[config.mk]
export PLATFORM = sky130hd
export DESIGN_NAME = enc_link_arbiter
export DESIGN_NICKNAME = d
export VERILOG_FILES = /design/src/rtl/enc_link_arbiter.sv
export SDC_FILE = /design/constraint.sdc
export NUM_CORES = 1
export LEC_CHECK = 0
export CAP_MARGIN = 5
export CORE_UTILIZATION = 45
export CTS_CLUSTER_DIAMETER = 80
export CTS_CLUSTER_SIZE = 8
export DETAILED_ROUTE_END_ITERATION = 8
export PLACE_DENSITY = 0.73
export SETUP_SLACK_MARGIN = 0.3
export SYNTH_ARGS = -nofsm -noshare
export SYNTH_HDL_FRONTEND = slang
export SYNTH_SLANG_ARGS = --single-unit
[constraint.sdc]
create_clock -name CLK -period 3.5 [get_ports CLK]
set_input_delay 0.35 -clock CLK [delete_from_list [all_inputs] [get_ports CLK]]
set_output_delay 0.35 -clock CLK [all_outputs]
set_load 0.01 [all_outputs]
[src/rtl/enc_link_arbiter.sv]
// Round-robin owner scheduler for the shared encoded link: 8 sources, grant held
// until done/release, preempted after MAX_HOLD cycles when others are waiting.
module enc_link_arbiter #(
  parameter int unsigned MAX_HOLD = 8,
  parameter int unsigned CNTW     = 8
) (
  input  logic            CLK,
  input  logic            RST,
  input  logic [7:0]      req,
  input  logic            EN_done,
  output logic            RDY_grant,
  output logic [2:0]      grant_idx,
  output logic [7:0]      grant_onehot,
  output logic            mv_busy,
  output logic            mv_preempt,
  output logic [CNTW-1:0] grant_cnt
);

  typedef enum logic [1:0] {IDLE, GRANT, GAP} state_t;

  localparam logic [7:0] HOLD_LIM = 8'(MAX_HOLD - 1);

  state_t          state_q, state_d;
  logic [2:0]      rr_ptr_q, rr_ptr_d;
  logic [2:0]      owner_q, owner_d;
  logic [7:0]      hold_cnt_q, hold_cnt_d;
  logic            rdy_q, rdy_d;
  logic [2:0]      idx_q, idx_d;
  logic [7:0]      onehot_q, onehot_d;
  logic            preempt_q, preempt_d;
  logic [CNTW-1:0] cnt_q, cnt_d;

  logic [2:0] sel, scan;
  logic       sel_vld, release_c, timeout_c;

  // Descending scan so the requester closest to rr_ptr is the last one written.
  always_comb begin
    sel  = 3'd0;
    scan = 3'd0;
    for (int k = 7; k >= 0; k--) begin
      scan = rr_ptr_q + 3'(k);
      if (req[scan]) sel = scan;
    end
    sel_vld = |req;
  end

  assign release_c = EN_done | ~req[owner_q];
  assign timeout_c = (hold_cnt_q == HOLD_LIM) && |(req & ~onehot_q);

  always_comb begin
    state_d    = state_q;
    rr_ptr_d   = rr_ptr_q;
    owner_d    = owner_q;
    hold_cnt_d = hold_cnt_q;
    rdy_d      = rdy_q;
    idx_d      = idx_q;
    onehot_d   = onehot_q;
    preempt_d  = 1'b0;
    cnt_d      = cnt_q;
    case (state_q)
      GRANT: begin
        hold_cnt_d = (hold_cnt_q == 8'hFF) ? hold_cnt_q : hold_cnt_q + 8'd1;
        if (release_c || timeout_c) begin
          state_d   = GAP;
          preempt_d = ~release_c;
          rr_ptr_d  = owner_q + 3'd1;
          cnt_d     = cnt_q + CNTW'(1);
          rdy_d     = 1'b0;
          idx_d     = 3'd0;
          onehot_d  = 8'd0;
        end
      end
      default: begin
        if (sel_vld) begin
          state_d    = GRANT;
          owner_d    = sel;
          idx_d      = sel;
          onehot_d   = 8'b1 << sel;
          rdy_d      = 1'b1;
          hold_cnt_d = 8'd0;
        end else begin
          state_d = IDLE;
        end
      end
    endcase
  end

  always_ff @(posedge CLK or posedge RST) begin
    if (RST) begin
      state_q    <= IDLE;
      rr_ptr_q   <= 3'd0;
      owner_q    <= 3'd0;
      hold_cnt_q <= 8'd0;
      rdy_q      <= 1'b0;
      idx_q      <= 3'd0;
      onehot_q   <= 8'd0;
      preempt_q  <= 1'b0;
      cnt_q      <= '0;
    end else begin
      state_q    <= state_d;
      rr_ptr_q   <= rr_ptr_d;
      owner_q    <= owner_d;
      hold_cnt_q <= hold_cnt_d;
      rdy_q      <= rdy_d;
      idx_q      <= idx_d;
      onehot_q   <= onehot_d;
      preempt_q  <= preempt_d;
      cnt_q      <= cnt_d;
    end
  end

  assign RDY_grant    = rdy_q;
  assign grant_idx    = idx_q;
  assign grant_onehot = onehot_q;
  assign mv_preempt   = preempt_q;
  assign grant_cnt    = cnt_q;
  assign mv_busy      = (state_q != IDLE);

endmodule

# Word level (Yosys, flattened, before mapping)
# Index checks and enable logic that the tools add are counted.
# W data, S select, Z words.
[classes] n_mux=43 reduce_logical=10 shifts=1 div=0 bitwise_logic=6 addsub=10 magnitude_cmp=9 multipliers=0 n_eq_ne=5
[op_table] operator="$mux W8" n=6
[op_table] operator="$lt A3 B4 Y1 const B" n=9
[op_table] operator="$mux W3" n=11
[op_table] operator="$bmux W1 S3" n=9
[op_table] operator="$add A8 B1 Y8 const B" n=2
[op_table] operator="$reduce_or A8 Y1" n=2
[op_table] operator="$mux W1" n=15
[op_table] operator="$add A3 B3 Y3 const B" n=4
[op_table] operator="$and A8 B8 Y8" n=1
[op_table] operator="$eq A8 B3 Y1 const B" n=1
[op_table] operator="$eq A8 B8 Y1 const B" n=1
[op_table] operator="$not A8 Y8" n=1
[op_table] operator="$reduce_and A2 Y1" n=4
[op_table] operator="$shl A1 B3 Y8 const A" n=1
[op_table] operator="$add A3 B1 Y3 const B" n=2
[op_table] operator="$add A3 B2 Y3 const B" n=2
[op_table] operator="$mux W2" n=2
[op_table] operator="$ne A2 B2 Y1 const B" n=2
[op_table] operator="$reduce_bool A2 Y1" n=2
[op_table] operator="$not A1 Y1" n=3
[op_table] operator="$eq A2 B1 Y1 const B" n=1
[op_table] operator="$logic_and A1 B1 Y1" n=1
[op_table] operator="$logic_or A1 B1 Y1" n=1
[op_table] operator="$or A1 B1 Y1" n=1
[word_totals] inputBits=11 n_memories=0 reg_bits=37 output_inout_bits=22 latchBits=0 ramBits=0 wordCells=93 mem_bits_ro=0

# Longest topological paths before layout
# Gate-level depths: netlist of the first run.
[depth] depth_word=14 mapped_depth=12 mapped_depth_nobuf=9

# Least setup slack after synthesis of the first run
# OpenSTA, ideal clock, no wires.
[synth_timing] path_kind="register -> register" startpoint="reg rr_ptr_q[1]" endpoint="reg onehot_q[1] (netlist: grant_onehot[1])" stages_incl_launch_ff=12 n_path_buf=3 t_required_ns=3.390 setup_slack_ns=0.321 arrival_time_ns=3.068 period_less_slack_ns=3.179 path_cell_list="dfrtp_1 > clkbuf_1 > inv_1 > ha_1 > buf_2 > buf_4 > mux4_2 > a2111oi_0 > a31oi_1 > nor2_1 > a31oi_4 > o41ai_1"
[synth_between] elab_chain_len=14
[synth_lines] item="from (decl)" line_no="24" rtl="logic [2:0] rr_ptr_q, rr_ptr_d;"
[synth_lines] item="from (signal assigned)" line_no="101" rtl="rr_ptr_q <= rr_ptr_d;"
[synth_lines] item="$add A3 B3 Y3" line_no="41" rtl="scan = rr_ptr_q + 3'(k);"
[synth_lines] item="$bmux W1 S3" line_no="42" rtl="if (req[scan]) sel = scan;"
[synth_lines] item="$mux W1 (not written as such)" line_no="42"
[synth_lines] item="$mux W3 (7 in series)" line_no="42"
[synth_lines] item="$mux W3 *" line_no="42"
[synth_lines] item="$shl A1 B3 Y8 *" line_no="78" rtl="onehot_d = 8'b1 << sel;"
[synth_lines] item="$mux W8 *" line_no="74" rtl="if (sel_vld) begin"
[synth_lines] item="$mux W8 *" line_no="60" rtl="case (state_q)"
[synth_lines] item="to (signal assigned)" line_no="106" rtl="onehot_q <= onehot_d;"
[synth_lines] item="to (decl)" line_no="29" rtl="logic [7:0] onehot_q, onehot_d;"
# Mark *: on every way between the ends. The rest lies on a longest branch, timed or not. The select of a mux whose other input is x is not followed.
# A chain may end at the register's enable or synchronous reset.

# Worst setup path after layout of the first run
[layout_timing] startpoint="reg rr_ptr_q[1]" endpoint="reg onehot_q[3] (netlist: grant_onehot[3])"
# Same word-level chain as after synthesis.

==> results by stage, run 1 <==
Worst setup path:
- STA puts the critical path data required time at 3.74 ns.
- The sort of element at the end of the critical path is a register.
- The worst setup path category is reg2reg.
- The worst setup path is launched from a register.
- The data arrival time of the critical path is 3.25 ns.
- In this run the worst path has a maximum fanout of 15.

Floorplanning:
- The total I/O pin count is 33.
- The area of the die is roughly 6400 sq um.
- The core region is 5920 sq um.
- After floorplanning, the core was divided into 28 placement rows.
- The starting density of the core is around 46%.
- The horizontal extent of the die is 80.1 microns.
- The overall die height is roughly 80 microns.

Drt:
- Detailed routing inserted a total of between 2,000 and 2,500 vias.
- The total wire length after detailed routing is 6.59 mm.
- In the final routed layout, each cell accounts on average for 17.1 microns.
- Dividing the detail-routed via count by the number of cells gives around 6.0.
- The number of search-and-repair iterations in the first detailed-routing pass is 4.
- In this run the remaining antenna-violating nets after routing total 0.
- The violation count after the first detailed-routing iteration is 305.
- The count of unresolved DRC violations after routing is 0.

Timing:
- The final hold violation count came to 0.
- Static timing analysis puts the maximum clock frequency at 0.333 GHz.
- The routed design could run at a clock period as short as 3.01 ns.
- The worst path meets setup with 0.495 ns of slack.
- At the pin with the least slew margin, the transition time is 0.730 ns.
- The final period utilization is 85.9%.
- The post-route setup TNS is 0 ns.
- The total of endpoints with negative setup slack in the final report is 0.
- The number of pins exceeding their max-slew limit in the final report is 0.
- Setup repair after global routing could not meet its margin everywhere.
- The relative slew slack is 51.3%.
- Between clock sinks in the finished design, the worst skew comes to approximately 0.016 ns.

Pwr:
- IR analysis of the VDD net gives a maximum drop of 0.590 mV.
- The total power per unit cell area is 1060 nW/um^2.
- The static power due to leakage is 0.00144 uW.

Synthesis:
- Counting flops with a built-in enable in the synthesized netlist gives 0.
- When the netlist entered floorplanning its net count stood at 296.
- The proportion of synthesized chip area in sequential cells is roughly a third.
- The flop and latch count out of synthesis is 37.
- The summed instance area of the synthesized netlist is 2750 sq um.
- The synthesized instance count is 280.
- After synthesis, the share of flip-flops with an asynchronous set or reset is 100%.
- The number of distinct library cells after synthesis is 59.
- The average footprint of a synthesized cell is 9.81 sq um.
- The Yosys step of the flow raised 0 warnings.
- The most instantiated flip-flop cell in the synthesis netlist is sky130_fd_sc_hd__dfrtp_1.

Place:
- The setup slack at placement is 0.370 ns.
- The routability congestion estimate is 0.952.
- The total half-perimeter wirelength after legalization and detailed placement is 4.76 mm.
- The number of cells after detailed placement is 378.
- The port buffer count is 32.

Layout:
- The fraction of final layout cells with drive strength greater than 1 is 15.8%.
- The area added between synthesis and finish is 19.9%.
- Leaving out fill and tap cells, the most frequent cell in the layout is sky130_fd_sc_hd__dfrtp_1.
- The post-layout net count is 326.
- The number of cells in the finished layout apart from fillers is approximately 390.
- The post-route core utilization is 55.6%.
- In the layout the commonest cells are 37 x sky130_fd_sc_hd__dfrtp_1, 32 x sky130_fd_sc_hd__clkdlybuf4s50_1, 27 x sky130_fd_sc_hd__nand2_1.
- The antenna diode count is 0.

Clock network:
- The post-CTS resize count is 0.
- The number of hold buffers added after CTS was 0.
- The clock transition at the registers of the reported paths is 0.09 ns.
- The H-tree generated during clock tree synthesis spans 2 levels.
- TritonCTS built the clock tree.
- The clock reaches the later pin of the worst-skew pair after 0.30 ns.
- The post-CTS setup buffer count is 0.
- The clock root buffer master is sky130_fd_sc_hd__clkbuf_8.
- Counting along the longest clock path gives a buffer depth of 2.
- The number of clock buffers inserted by TritonCTS is 5.
- The total clock sinks is 37.

Global routing:
- The via count of the first global-routing pass was 2,286.
- For this run, the total global-route usage over all layers was measured as ~23%.
- Global routing finished with a remaining overflow of 0.
- The wire length of the first global-routing pass is 11.2 mm.
- Entering global routing, the biggest net connects 38 pins.
- The initial antenna violation count is 0.

Outcome:
- The run finished with clean final reports.

Job:
- Across the run, the number of max-cap violations was 0.

Min path:
- The worst min-delay path category is in2async.
layout make-up:
type	count	area [sq um]
multi-input cells	204	1660
clock buffers	5	68.8
well taps	75	93.8
repair buffers	43	403
flip-flops and latches	37	926
inverters	19	71.3
fillers	507	2630
clock inverters	3	68.8
cell families (layout without fill, tap and decap cells):
kind of cell | count (synthesis) | after routing | share of synthesized area [%]
AND/OR/NAND/NOR | 84 | 84 | 14.4
AO/OA/AOI/OAI | 64 | 64 | 17.1
buffers and inverters | 39 | 70 | 6.33
flip-flops | 37 | 37 | 33.7
multiplexers | 36 | 36 | 20.7
XOR/XNOR | 15 | 15 | 5.46
adder cells (fa/ha/maj) | 5 | 5 | 2.28
path summary, 6_finish.rpt:
check / startpoint / end / slack, ns / depth (start not counted)
setup reg to reg: rr_ptr_q[1] / grant_onehot[3] / 0.49 / 10
hold reg to reg: grant_cnt[6] / grant_cnt[6] / 0.49 / 1
hold / removal: RST / state_q[0] / 0.46 / 3
min in group CLK: grant_cnt[6] / grant_cnt[6] / 0.49 / 1
max in group asynchronous: RST / rr_ptr_q[2] / 2.70 / 3
setup / recovery: rr_ptr_q[1] / grant_onehot[3] / 0.49 / 10
flip-flops by register name, summed over array words and instances (netlist names):
name	flops
RDY_grant	1
grant_cnt	8
grant_idx	3
rr_ptr_q	3
hold_cnt_q	8
grant_onehot	8
owner_q	3
mv_preempt	1
state_q	2
synth_stat cells, types with 4 or more instances:
cell type / n / share of area [%]
sky130_fd_sc_hd__mux4_2: 13 / 11
sky130_fd_sc_hd__ha_1: 5 / 2.3
sky130_fd_sc_hd__inv_1: 18 / 2.5
sky130_fd_sc_hd__mux2_2: 7 / 2.9
sky130_fd_sc_hd__mux2i_1: 13 / 4.7
sky130_fd_sc_hd__clkbuf_1: 12 / 1.6
sky130_fd_sc_hd__nand4_1: 8 / 1.8
sky130_fd_sc_hd__dfrtp_1: 37 / 34
sky130_fd_sc_hd__xnor2_1: 7 / 2.2
sky130_fd_sc_hd__nor2_1: 24 / 3.3
sky130_fd_sc_hd__a41o_1: 4 / 1.5
sky130_fd_sc_hd__o21ai_0: 15 / 2.7
sky130_fd_sc_hd__o41ai_1: 5 / 1.6
sky130_fd_sc_hd__and2_1: 7 / 1.6
sky130_fd_sc_hd__nand3_1: 5 / 0.91
sky130_fd_sc_hd__a21oi_1: 7 / 1.3
sky130_fd_sc_hd__xor2_1: 7 / 2.2
sky130_fd_sc_hd__o22ai_1: 4 / 0.91
sky130_fd_sc_hd__nand2_1: 27 / 3.7
stage by stage:
stage,area (sq um),power (uW),hold slack [ns]
after floorplan,2750,2390,0.489
after global placement,3140,2990,0.458
after detailed placement,3140,3020,0.475
after CTS,3280,3480,0.469
after global routing,3290,3770,0.516
final,3290,3500,0.457
report_power, final:
| part | total [uW] | leakage (uW) | switching, uW | internal [uW] |
|---|---|---|---|---|
| Sequential | 736 | 0.000472 | 163 | 573 |
| Combinational | 2320 | 0.000898 | 1240 | 1080 |
| Clock | 449 | 0.0000687 | 163 | 287 |
worst max-delay path: stages, from the launching register on:
cell and delay [ns]:
sky130_fd_sc_hd__dfrtp_1 0.34, sky130_fd_sc_hd__inv_1 0.13, sky130_fd_sc_hd__ha_1 0.34, sky130_fd_sc_hd__buf_4 0.25, sky130_fd_sc_hd__mux2_2 0.39, sky130_fd_sc_hd__mux2i_1 0.15, sky130_fd_sc_hd__a221o_1 0.28, sky130_fd_sc_hd__nand2_1 0.07
sky130_fd_sc_hd__or4_4 0.49, sky130_fd_sc_hd__a31oi_4 0.29, sky130_fd_sc_hd__a41o_1 0.22
per-layer routing:
layer	wire length [microns]	vias up	track usage, %
met5	0	-	0
met4	159	0	10.5
met3	368	16	4.20
met2	3260	94	36.6
met1	2810	1117	29.0
li1	-	1091	-
No activity file was read; power rests on OpenSTA's default activity.
==> inputs of run 2 (changes only) <==
CORE_UTILIZATION = 56   (was 45)
PLACE_DENSITY = 0.86   (was 0.73)
==> results by stage, run 2 (synthesized netlist as in run 1, its figures left out) <==
Worst setup path:
- The worst setup path is launched from a register.
- The critical path's largest stage delay is 0.53 ns (+0.04 ns).
- The signal on the critical path passes through inv_1, ha_4, buf_4, mux4_2, a2111oi_2, a31oi_1, nor2_1, a31oi_4, o41ai_1.
- The sort of element at the end of the critical path is a register.
- The combined buffer and inverter count along the critical path is 2 (unchanged).
- The data arrival time of the critical path is 3.17 ns (-0.08 ns).
- The data required time of the worst path is 3.67 ns (-0.07 ns).
- The worst setup path category is reg2reg.
- The category of cells accounting for the largest share of critical-path delay is compound AO/OA/AOI/OAI gates.
- The register-to-register path setup slack is 0.50 ns (about the same).
- The worst-path cell with the longest stage delay is sky130_fd_sc_hd__mux4_2.
- The critical-path maximum fanout is 10 (-5).

Timing:
- The total of endpoints with negative setup slack in the final report is 0 (unchanged).
- The number of pins exceeding their max-slew limit in the final report is 0 (unchanged).
- The relative slew slack is 40.4% (-11 points).
- The minimum clock period is 3.00 ns (-0.00672 ns).
- The peak clock frequency supported by timing is 0.334 GHz (+0.22%).
- The post-route worst setup slack came to 0.501 ns (+0.00672 ns).
- The transition at the pin with the smallest max-transition slack is 0.894 ns (+0.163 ns).
- Setup repair after global routing could not meet its margin everywhere.
- The final period utilization is 85.7% (-0.19 points).
- The final hold violation count is 0 (unchanged).
- The post-route setup TNS is 0 ns (unchanged).
- The post-route clock skew is 0.00492 ns (-0.0115 ns).

Clock network:
- The number of clock buffers inserted by TritonCTS was 5 (unchanged).
- The worst-skew pair later-pin latency was 0.29 ns (about the same).
- TritonCTS built the clock tree.
- The number of buffers between clock root and the deepest sink came to 2 (unchanged).
- The clock transition at the registers of the reported paths is 0.07 ns (-0.02 ns).
- The total clock sinks was 37 (unchanged).
- The clock root buffer master is sky130_fd_sc_hd__clkbuf_8.
- The CTS H-tree depth came to 2 (unchanged).
- The number of hold buffers added after cts came to 0 (unchanged).

Place:
- The port buffer count is 32 (unchanged).
- The area of placed instances is 3120 sq um (-0.80%).
- The number of cells after detailed placement is 368 (-2.6%).
- The routability congestion estimate is 0.955 (+0.30%).
- The setup slack at placement is 0.292 ns (-0.0788 ns).
- The total half-perimeter wirelength after legalization and detailed placement is 4.79 mm (+0.51%).

Floorplanning:
- The starting density of the core is 58.2% (+12 points).
- The core box area came to 4720 sq um (-20%).
- The horizontal extent of the die was 72.0 microns (-10%).
- The overall die height was 72.0 microns (-10%).
- The total I/O pin count is 33 (unchanged).
- The number of cell rows is 25 (-11%).
- The area of the die is 5190 sq um (-19%).

Layout:
- The post-layout net count is 324 (-0.61%).
- In the layout the commonest cells are 37 x sky130_fd_sc_hd__dfrtp_1, 32 x sky130_fd_sc_hd__clkdlybuf4s50_1, 27 x sky130_fd_sc_hd__nand2_1.
- The area added between synthesis and finish is 17.3%.
- The post-layout instance area was 3220 sq um (-2.1%).
- The number of fill cells is 341 (-33%).
- Leaving out fill and tap cells, the most frequent cell in the layout is sky130_fd_sc_hd__dfrtp_1.
- The number of cells in the finished layout apart from fillers came to 376 (-2.6%).
- The post-route core utilization is 68.3% (+13 points).
- The fraction of final layout cells with drive strength greater than 1 is 15.2% (-0.55 points).
- The antenna diode count is 0 (unchanged).

Drt:
- The number of search-and-repair iterations in the first detailed-routing pass is 4 (unchanged).
- The violation count after the first detailed-routing iteration is 228 (-25%).
- The wire length per cell after detailed routing came to 17.4 microns (+2.0%).
- The total wire length after detailed routing was 6.55 mm (-0.67%).
- The via count normalized by instance count is 6.26 (+4.3%).
- The post-route antenna net violation count was 0 (unchanged).
- The count of unresolved DRC violations after routing is 0 (unchanged).
- The via total after detailed routing was 2,354 (+1.6%).

Global routing:
- The wire length of the first global-routing pass was 10.8 mm (-3.3%).
- The initial antenna violation count is 0 (unchanged).
- The via count of the first global-routing pass is 2,311 (+1.1%).
- The overall fraction of global-route tracks in use is 26.8% (+4.3 points).
- The largest net degree at the start of global routing is 26 (-32%).
- The aggregate global routing overflow is 0 (unchanged).

Pwr:
- The power share of the clock group is 8.3% (-4.5 points).
- The largest voltage drop on the vdd net is 0.608 mV (+3.0%).
- The net switching fraction of the power is 46.9% (+2.1 points).
- The static power due to leakage is 0.00140 uW (-2.5%).
- The power share of the combinational group is 69.8% (+3.6 points).
- The switching power is 1580 uW (+0.67%).
- The total internal power is 1790 uW (-7.6%).
- The total power per unit cell area is 1040 nW/um^2 (-1.8%).
- The fraction of power consumed by sequential logic came to 22.0% (+1.0 points).

Outcome:
- The run finished with clean final reports.

Min path:
- The worst min-delay path category is reg2reg.

Job:
- The number of violations of the max-capacitance limit is 0 (unchanged).
[run 2: power by group through the flow]
stage	registers [uW]	clock network, uW	logic (uW)
floorplan	727	0	1660
global placement	738	0	2190
detailed placement	742	0	2250
CTS	740	285	2280
global route	760	304	2530
finish	739	279	2350
[run 2: metal layers]
metal / share of wire, % / vias up / global-route usage, %
li1: - / 1085 / -
met2: 51 / 96 / 47.8
met1: 42 / 1158 / 33.8
met3: 4.7 / 15 / 2.50
met5: 0 / - / 0
met4: 2.6 / 0 / 10.7
[run 2: layout make-up]
type	instances	area [sq um]	share of cell area, %
clock inverters	2	10.0	0.310
flip-flops and latches	37	926	28.7
clock buffers	6	72.6	2.25
inverters	19	71.3	2.21
multi-input cells	204	1670	51.9
repair buffers	41	388	12.0
well taps	67	83.8	2.60
[run 2: repair_timing]
action / CTS / global route
setup buffers: 0 / 0
endpoints found under the setup margin: 1 / 12
resized for setup: 1 / 4
[run 2: path summary, 6_finish.rpt]
kind,start,to,cells after the start
min in group asynchronous,RST,grant_idx[0],2
hold reg to reg,grant_cnt[7],grant_cnt[7],1
max in group asynchronous,RST,state_q[1],3
setup / recovery,rr_ptr_q[1],grant_onehot[0],9
setup reg to reg,rr_ptr_q[1],grant_onehot[0],9
hold / removal,grant_cnt[7],grant_cnt[7],1
[run 2: through the flow]
stage	hold WS (ns)	total power, uW
final	0.483	3370
after global routing	0.514	3600
after CTS	0.483	3300
after detailed placement	0.471	2990
after global placement	0.455	2930
after floorplan	0.489	2390
==> inputs of run 3 (changes only) <==
CORE_UTILIZATION = 57   (was 56)
PLACE_DENSITY = 0.87   (was 0.86)
clock period = 3.6 ns   (was 3.5 ns; I/O delays follow)
==> results by stage, run 3 (synthesized netlist as in run 1, its figures left out) <==
Outcome:
- The flow ran to the end, and the final reports show no timing, DRC or antenna violations.

Drt:
- The via total after detailed routing is 2,388 (+1.4%).
- The via count normalized by instance count is 6.61 (+5.7%).
- The number of search-and-repair iterations in the first detailed-routing pass was 5 (+1).
- The total wire length after detailed routing is 6.59 mm (+0.67%).
- The violation count after the first detailed-routing iteration is 238 (+4.4%).
- The count of unresolved DRC violations after routing is 0 (unchanged).
- The wire length per cell after detailed routing is 18.3 microns (+4.9%).
- The post-route antenna net violation count is 0 (unchanged).

Place:
- The setup slack at placement is 0.398 ns (+0.107 ns).
- The number of cells after detailed placement is 353 (-4.1%).
- The total half-perimeter wirelength after legalization and detailed placement is 4.64 mm (-3.2%).
- The port buffer count is 32 (unchanged).
- The area of placed instances is 3100 sq um (-0.60%).
- The routability congestion estimate came to 0.949 (-0.65%).

Worst setup path:
- The data required time of the worst path was 3.82 ns (+0.15 ns).
- The signal on the critical path passes through inv_1, ha_2, buf_4, mux2_2, mux2i_1, a221o_1, nand2_1, or4_4, a31oi_4, a41o_1.
- The combined buffer and inverter count along the critical path was 2 (unchanged).
- The launch instance of the worst register-to-register path is rr_ptr_q[1].
- In this run the worst setup path terminates at grant_onehot[7].
- The endpoint identified for the worst register-to-register timing path is grant_onehot[7].
- The critical-path maximum fanout is 12 (+2).
- The sort of element at the end of the critical path is a register.
- The origin of the worst setup path is rr_ptr_q[1].
- The category of cells accounting for the largest share of critical-path delay is compound AO/OA/AOI/OAI gates.
- STA classifies the critical path startpoint as a register.
- The critical path's largest stage delay came to 0.49 ns (-0.04 ns).
- The register-to-register path setup slack is 0.46 ns (-0.05 ns).
- The data arrival time of the critical path came to 3.37 ns (+0.20 ns).
- The cell depth of the worst setup path is 10 (+1).
- The worst-path cell with the longest stage delay is sky130_fd_sc_hd__or4_4.
- The worst setup path category is reg2reg.
- The depth of the most critical reg-to-reg path came to 10 (+1).

Timing:
- The post-route worst setup slack was 0.456 ns (-0.0458 ns).
- The peak clock frequency supported by timing is 0.318 GHz (-4.6%).
- The post-route clock skew came to 0.00838 ns (+0.00345 ns).
- The minimum clock period came to 3.14 ns (+0.146 ns).
- The relative slew slack came to 32.8% (-7.6 points).
- Setup repair after global routing left no endpoint under its margin.
- The post-route setup TNS is 0 ns (unchanged).
- The total of endpoints with negative setup slack in the final report came to 0 (unchanged).
- The number of pins exceeding their max-slew limit in the final report is 0 (unchanged).
- The final hold violation count is 0 (unchanged).
- The final period utilization is 87.3% (+1.7 points).
- The transition at the pin with the smallest max-transition slack was 1.01 ns (+0.114 ns).

Floorplanning:
- The total I/O pin count is 33 (unchanged).
- The core box area is 4500 sq um (-4.6%).
- The overall die height is 71.4 microns (-0.85%).
- The area of the die is 5100 sq um (-1.7%).
- The starting density of the core came to 61.0% (+2.8 points).
- The horizontal extent of the die was 71.4 microns (-0.85%).
- The number of cell rows was 24 (-4.0%).

Layout:
- The post-route core utilization is 71.0% (+2.7 points).
- The number of cells in the finished layout apart from fillers is 361 (-4.0%).
- The post-layout net count is 324 (unchanged).
- The commonest non-fill, non-tap cell in the layout is sky130_fd_sc_hd__dfrtp_1.
- In the layout the commonest cells are 37 x sky130_fd_sc_hd__dfrtp_1, 32 x sky130_fd_sc_hd__clkdlybuf4s50_1, 27 x sky130_fd_sc_hd__nand2_1.
- The fraction of final layout cells with drive strength greater than 1 is 15.2% (unchanged).
- The post-layout instance area is 3200 sq um (-0.85%).
- The antenna diode count came to 0 (unchanged).
- The area added between synthesis and finish is 16.3%.

Clock network:
- The clock tree from TritonCTS is built.
- The CTS H-tree depth is 2 (unchanged).
- The number of buffers between clock root and the deepest sink came to 2 (unchanged).
- The cell sitting at the root of the clock tree is a sky130_fd_sc_hd__clkbuf_8.
- The post-CTS setup buffer count is 0 (unchanged).
- The worst-skew pair later-pin latency was 0.28 ns (about the same).
- The number of clock buffers inserted by TritonCTS is 5 (unchanged).
- The total clock sinks is 37 (unchanged).
- The clock transition at the registers of the reported paths is 0.07 ns (about the same).

Job:
- The number of violations of the max-capacitance limit is 0 (unchanged).

Pwr:
- The largest voltage drop on the vdd net is 0.623 mV (+2.6%).
- The total power per unit cell area is 1020 nW/um^2 (-2.2%).
- The static power due to leakage is 0.00141 uW (+0.25%).

Global routing:
- The via count of the first global-routing pass is 2,340 (+1.3%).
- The largest net degree at the start of global routing is 29 (+12%).
- The aggregate global routing overflow is 0 (unchanged).
- The wire length of the first global-routing pass is 11.0 mm (+1.6%).
- The overall fraction of global-route tracks in use was 27.6% (+0.80 points).
- The initial antenna violation count is 0 (unchanged).

Min path:
- The min-delay analysis places its worst path in the category reg2reg.
==> run 3: cell counts in the layout (fill, tap and decap cells not counted) <==
No cell type changed its count.
==> run 3: where the power goes <==
part / switching, uW / internal, uW
Sequential: 171 / 557
Clock: 137 / 134
Combinational: 1230 / 1030
==> run 3: how the worst min path moves through the flow <==
stage | start | slack [ns] | depth (start not counted) | to
after floorplan | hold_cnt_q[0] | 0.49 | 1 | hold_cnt_q[0]
after global placement | grant_cnt[7] | 0.46 | 1 | grant_cnt[7]
after detailed placement | grant_cnt[7] | 0.47 | 1 | grant_cnt[7]
after CTS | grant_cnt[7] | 0.48 | 1 | grant_cnt[7]
after global routing | grant_cnt[6] | 0.52 | 1 | grant_cnt[6]
final | grant_cnt[7] | 0.48 | 1 | grant_cnt[7]
==> run 3: metrics by stage <==
step	power, uW	hold WS (ns)
floorplan	2320	0.489
detailed placement	2890	0.465
finish	3260	0.475
CTS	3190	0.477
global placement	2840	0.456
global route	3490	0.518
==> run 3: final cells by class <==
class	count	area (sq um)
multi-input combinational	204	1660
tap	52	65.1
timing repair buffer	41	388
fill	321	1310
clock buffer	6	72.6
inverter	19	71.3
sequential	37	926
clock inverter	2	10.0
==> run 3: layer usage <==
layer	part of all wire (%)	up-vias	wire length, microns	GRT usage (%)
met5	0	-	0	0
met4	3.0	0	200	10.4
met3	6.9	29	452	4.50
met2	51	135	3330	47.5
met1	40	1138	2600	35.2
li1	-	1086	-	-
==> run 3: worst reg2reg max path, delay by kind of cell, from the launching register on <==
family	cells	cell delay (ns)
fa+ha+maj	1	0.45
buf+inv	2	0.37
mux	2	0.54
compound gates	3	0.83
flops	1	0.34
simple gates	2	0.57
==> run 3: what timing repair did <==
item | 4_1_cts | 5_1_grt
hold buffers | 0 | 0
resized for setup | 0 | 3
setup endpoints to repair | 0 | 11
